--- src/rtl/mem_pattern_master.sv ---
// Memory self-test initiator: writes a seeded pattern over a word region,
// reads it back over req/gnt/rvalid and reports pass, error count and first bad address.
module mem_pattern_master #(
   parameter int unsigned ADDR_WIDTH = 32,
   parameter int unsigned DATA_WIDTH = 32,
   parameter logic [ADDR_WIDTH-1:0] BASE_ADDR = '0,
   parameter int unsigned NUM_WORDS = 256,
   parameter int unsigned TIMEOUT = 255
) (
   input  logic                  clk_i,
   input  logic                  rst_ni,
   input  logic                  start_i,
   input  logic [31:0]           seed_i,
   output logic                  busy_o,
   output logic                  done_o,
   output logic                  pass_o,
   output logic                  timeout_o,
   output logic [15:0]           err_count_o,
   output logic [ADDR_WIDTH-1:0] first_err_addr_o,
   output logic                  req_o,
   input  logic                  gnt_i,
   input  logic                  rvalid_i,
   output logic [ADDR_WIDTH-1:0] addr_o,
   output logic                  we_o,
   output logic [3:0]            be_o,
   output logic [DATA_WIDTH-1:0] wdata_o,
   input  logic [DATA_WIDTH-1:0] rdata_i,
   input  logic                  err_i
);

   typedef enum logic [2:0] {
      IDLE, WR_REQ, WR_WAIT, RD_REQ, RD_WAIT, DONE
   } state_t;

   localparam logic [15:0] LAST_K   = 16'(NUM_WORDS - 1);
   localparam logic [15:0] TMO_LAST = 16'(TIMEOUT - 1);
   localparam logic [31:0] GOLDEN   = 32'h9E3779B9;

   state_t                  state_q, state_d;
   logic [15:0]             k_q;
   logic [15:0]             tmo_q;
   logic [31:0]             seed_q;
   logic [DATA_WIDTH-1:0]   pattern;
   logic [ADDR_WIDTH-1:0]   word_addr;
   logic                    in_req, in_wait, hs, expire, fail, last, accept;

   assign pattern   = DATA_WIDTH'(seed_q ^ (32'(k_q) * GOLDEN));
   assign word_addr = BASE_ADDR + ADDR_WIDTH'({k_q, 2'b00});

   assign in_req  = (state_q == WR_REQ) || (state_q == RD_REQ);
   assign in_wait = (state_q == WR_WAIT) || (state_q == RD_WAIT);
   assign hs      = (in_req && gnt_i) || (in_wait && rvalid_i);
   // a response landing in the last allowed cycle still wins over the abort
   assign expire  = (in_req || in_wait) && (tmo_q == TMO_LAST) && !hs;
   assign last    = (k_q == LAST_K);
   assign accept  = (state_q == IDLE) && start_i;
   assign fail    = in_wait && rvalid_i &&
                    (err_i || ((state_q == RD_WAIT) && (rdata_i != pattern)));

   assign req_o   = in_req;
   assign we_o    = (state_q == WR_REQ);
   assign be_o    = in_req ? 4'b1111 : 4'b0000;
   assign addr_o  = in_req ? word_addr : '0;
   assign wdata_o = we_o ? pattern : '0;

   always_comb begin
      state_d = state_q;
      if (expire) begin
         state_d = DONE;
      end else begin
         unique case (state_q)
            IDLE:    if (start_i) state_d = WR_REQ;
            WR_REQ:  if (gnt_i) state_d = WR_WAIT;
            WR_WAIT: if (rvalid_i) state_d = last ? RD_REQ : WR_REQ;
            RD_REQ:  if (gnt_i) state_d = RD_WAIT;
            RD_WAIT: if (rvalid_i) state_d = last ? DONE : RD_REQ;
            DONE:    state_d = IDLE;
            default: state_d = IDLE;
         endcase
      end
   end

   always_ff @(posedge clk_i or negedge rst_ni) begin
      if (!rst_ni) begin
         state_q          <= IDLE;
         k_q              <= '0;
         tmo_q            <= '0;
         seed_q           <= '0;
         busy_o           <= 1'b0;
         done_o           <= 1'b0;
         pass_o           <= 1'b0;
         timeout_o        <= 1'b0;
         err_count_o      <= '0;
         first_err_addr_o <= '0;
      end else begin
         state_q <= state_d;
         if (state_d != state_q) tmo_q <= '0;
         else if (in_req || in_wait) tmo_q <= tmo_q + 16'd1;

         if (accept) begin
            seed_q           <= seed_i;
            k_q              <= '0;
            busy_o           <= 1'b1;
            done_o           <= 1'b0;
            pass_o           <= 1'b0;
            timeout_o        <= 1'b0;
            err_count_o      <= '0;
            first_err_addr_o <= '0;
         end

         if (in_wait && rvalid_i) k_q <= last ? 16'd0 : k_q + 16'd1;

         if (fail) begin
            if (err_count_o != 16'hFFFF) err_count_o <= err_count_o + 16'd1;
            if (err_count_o == 16'd0) first_err_addr_o <= word_addr;
         end

         if (expire) timeout_o <= 1'b1;

         if (state_q == DONE) begin
            done_o <= 1'b1;
            busy_o <= 1'b0;
            pass_o <= (err_count_o == 16'd0) && !timeout_o;
         end
      end
   end

endmodule

--- config.mk ---
export PLATFORM = sky130hd
export DESIGN_NAME = mem_pattern_master
export DESIGN_NICKNAME = d
export VERILOG_FILES = /design/src/rtl/mem_pattern_master.sv
export SDC_FILE = /design/constraint.sdc
export NUM_CORES = 1
export LEC_CHECK = 0
export CORE_MARGIN = 5
export CORE_UTILIZATION = 45
export CTS_BUF_LIST = sky130_fd_sc_hd__clkbuf_8 sky130_fd_sc_hd__clkbuf_16
export DETAILED_ROUTE_END_ITERATION = 10
export GPL_ROUTABILITY_DRIVEN = 0
export GPL_TIMING_DRIVEN = 0
export PLACE_DENSITY = 0.68
export SYNTH_ARGS = -nofsm -noshare
export SYNTH_HDL_FRONTEND = slang
export SYNTH_SLANG_ARGS = --single-unit
export TNS_END_PERCENT = 20
--- constraint.sdc ---
create_clock -name clk_i -period 9.23 [get_ports clk_i]
set_clock_uncertainty 0.15 [all_clocks]
set_input_delay 1.3845 -clock clk_i [delete_from_list [all_inputs] [get_ports clk_i]]
set_output_delay 1.3845 -clock clk_i [all_outputs]
set_load 0.01 [all_outputs]
==> summary.md <==
| Metric | Value |
|---|---|
| First-pass GRT wire length | `59000 microns` |
| Max VDD drop | `177 uV` |
| Final setup viols | `0` |
| Iteration count of the initial detailed-routing pass | `5` |
| CTS Hold Bufs | `0` |
| Worst Setup End Kind | `output port` |
| IO Pins | `192` |
| Asr flop ratio synth | `1.00` |
| Crit path cell chain | `ha_2 > inv_1 > fa_1 > inv_1 > fa_1 > inv_1 > fa_1 > fa_1 > fa_1 > inv_1 > ha_1 > clkbuf_1 > nand4_1 > nor3_1 > o21ai_1 > and3b_1 > nand4b_1 > a31oi_1 > xnor2_2 > nor2_1 > clkdlybuf4s50_1` |
| Row count | `63` |
| Tot Pwr | `3220 uW` |
| Commonest cells post-synth | `inv_1, fa_1, dfrtp_1, ha_1, nor2_1` |
| Most common flop cell mapped by yosys | `dfrtp_1` |
| Leak | `0.00749 uW` |
| Final hold viol count | `0` |
| Worst slack at placement | `265 ps` |
| Worst Setup Start Kind | `register` |
| Synth warn | `0` |
| Vias in the first global route | `10841` |
| Area growth syn-to-layout | `21.5%` |
| Worst Path Required | `7700 ps` |
| CP Class | `register to output port` |
| Hold WC Path Type | `register to register` |
| Die span in x | `183 microns` |
| Antenna Cells | `0` |
| Skew-Pair Late Insertion Delay | `430 ps` |
| TritonCTS buffer count | `17` |
| EDFF count, synth | `0` |
| All-Layer GR Usage | `0.222` |
| Final Slew Violations | `0` |
| Distinct cells, synth | `73` |
| DR vias | `10526` |
| Final Util | `0.554` |
| Crit path time final | `8970 ps` |
| CP max-delay cell | `dfrtp_1` |
| Cell area after synthesis | `13500 sq um` |
| Drt via density | `5.24` |
| Area leader, netlist | `dfrtp_1` |
| Max Cap Violations | `0` |
| Period utilisation layout | `0.972` |
| WP data arrival | `7440 ps` |
| Worst path buffer plus inverter count | `6` |
| IO buf count | `174` |
| Post-Synthesis Cells | `1400` |
| DP HPWL | `30100 microns` |
| Ratio of cells with drive above 1 in the final layout | `0.0685` |
| TritonCTS clock tree | `built` |
| Mean Syn Cell Area | `9.65 sq um` |
| PwrDens | `196 nW/um^2` |
| Hold slack | `337 ps` |
| Clock slew at reported path FFs | `70 ps` |
| Seq/Total Area, Yosys | `0.220` |
| Status | `finished, final reports clean` |
| Clock sink count | `119` |
| RSZ-0062 raised after global routing | `no` |
| Slew headroom | `0.231` |
| Synth area leaders | `dfrtp_1, fa_1, ha_1` |
| Remaining global-route overflow | `0` |
| Final net count | `1942` |
| Crit Path Max Fanout | `10` |
| Max stage delay on crit path | `600 ps` |
| Most used cell, CP | `fa_1` |
| Setup TNS Final | `0 ps` |
| Initial DRC count | `690` |
| DRC violations left | `0` |
| DRT antenna net count | `0` |
| Largest net degree at the start of global routing | `96` |
| Initial antenna violation count | `0` |
| Top cell type's share of synthesized area | `0.220` |
| CTS Root Cell | `clkbuf_16` |
| Yosys reg bits | `119` |
| Achievable clock frequency | `0.111 GHz` |
| CP top delay family | `adder cells` |
| Post-Route WL | `37000 microns` |
| Most frequent cell after synthesis | `inv_1` |
| Initial Util | `0.456` |
| Die area | `33600 sq um` |
| Die H | `183 microns` |
| WL/cell | `18.4 microns` |
| Core area | `29600 sq um` |
| Depth of the CTS H-tree | `4` |
| Actual slew at the worst max-slew pin | `1140 ps` |
| Setup ws final | `259 ps` |
| Clk buf depth | `2` |
[report_power, final]
| group | switching [uW] | leakage, uW | internal [uW] |
|---|---|---|---|
| Sequential | 91.9 | 0.00158 | 615 |
| Combinational | 979 | 0.00564 | 856 |
| Clock | 321 | 0.000276 | 361 |
| Total | 1390 | 0.00749 | 1830 |
[cells in the final DEF (no fill, tap or decap), drive strengths merged, types with 16 or more instances in the layout]
cell type / count
nand3: 23
a21oi: 31
nor2: 111
clkbuf: 45
and3: 24
nand4: 24
nor3: 22
fa: 148
o21ai: 53
nand2: 87
ha: 117
conb: 16
clkdlybuf4s50: 173
inv: 248
mux2i: 23
buf: 32
and2: 20
mux2: 32
xnor2: 73
xor2: 33
dfrtp: 119
[kinds of logic after synthesis]
group,synth area share
AO/OA/AOI/OAI,0.0888
AND/OR/NAND/NOR,0.131
flip-flops,0.220
buffers and inverters,0.0925
XOR/XNOR,0.0957
other,0.000277
adder cells (fa/ha/maj),0.328
multiplexers,0.0437
[worst paths after layout]
check / startpoint / end / slack, ps / depth (start not counted)
worst min-delay path: done_o / done_o / 340 / 2
max in group asynchronous: rst_ni / k_q[11] / 7480 / 2
worst max register to register: k_q[7] / first_err_addr_o[14] / 590 / 25
min in group asynchronous: rst_ni / seed_q[31] / 660 / 1
worst max-delay path: k_q[7] / wdata_o[30] / 260 / 21
worst min register to register: done_o / done_o / 340 / 2
[state kept, by name, summed over array words and instances, names as in the netlist]
register          count
tmo_q                16
busy_o                1
state_q               3
k_q                  16
err_count_o          16
seed_q               32
first_err_addr_o     32
done_o                1
pass_o                1
timeout_o             1
[cell type report]
| class | instances | area [sq um] |
|---|---|---|
| Buffer | 58 | 353 |
| Clock buffer | 17 | 425 |
| Clock inverter | 15 | 150 |
| Fill cell | 2668 | 13200 |
| Inverter | 237 | 890 |
| Multi-Input combinational cell | 999 | 9370 |
| Sequential cell | 119 | 2980 |
| Tap cell | 390 | 488 |
| Timing Repair Buffer | 175 | 1770 |
[per-stage QoR]
step / area (sq um) / cells
2_1_floorplan: 13600 / 1415
3_3_place_gp: 15800 / 1979
3_5_place_dp: 15800 / 1980
4_1_cts: 16400 / 2012
5_1_grt: 16400 / 2010
6_report: 16400 / 2010
[worst min-delay path: cells and delay by family (launching register included)]
family	cells	cell delay [ps]
simple gates	2	110
flops	1	350
[what timing repair did]
item,4_1_cts,5_1_grt
setup buffers,0,0
hold endpoints to repair,0,0
resized for setup,3,9
endpoints found under the setup margin,2,23
[layer usage]
metal	track usage	wire, microns
met1	0.301	16300
met2	0.369	17700
met3	0.0420	2100
met4	0.0557	817
met5	0	0
(Power assumes the default switching activity.)
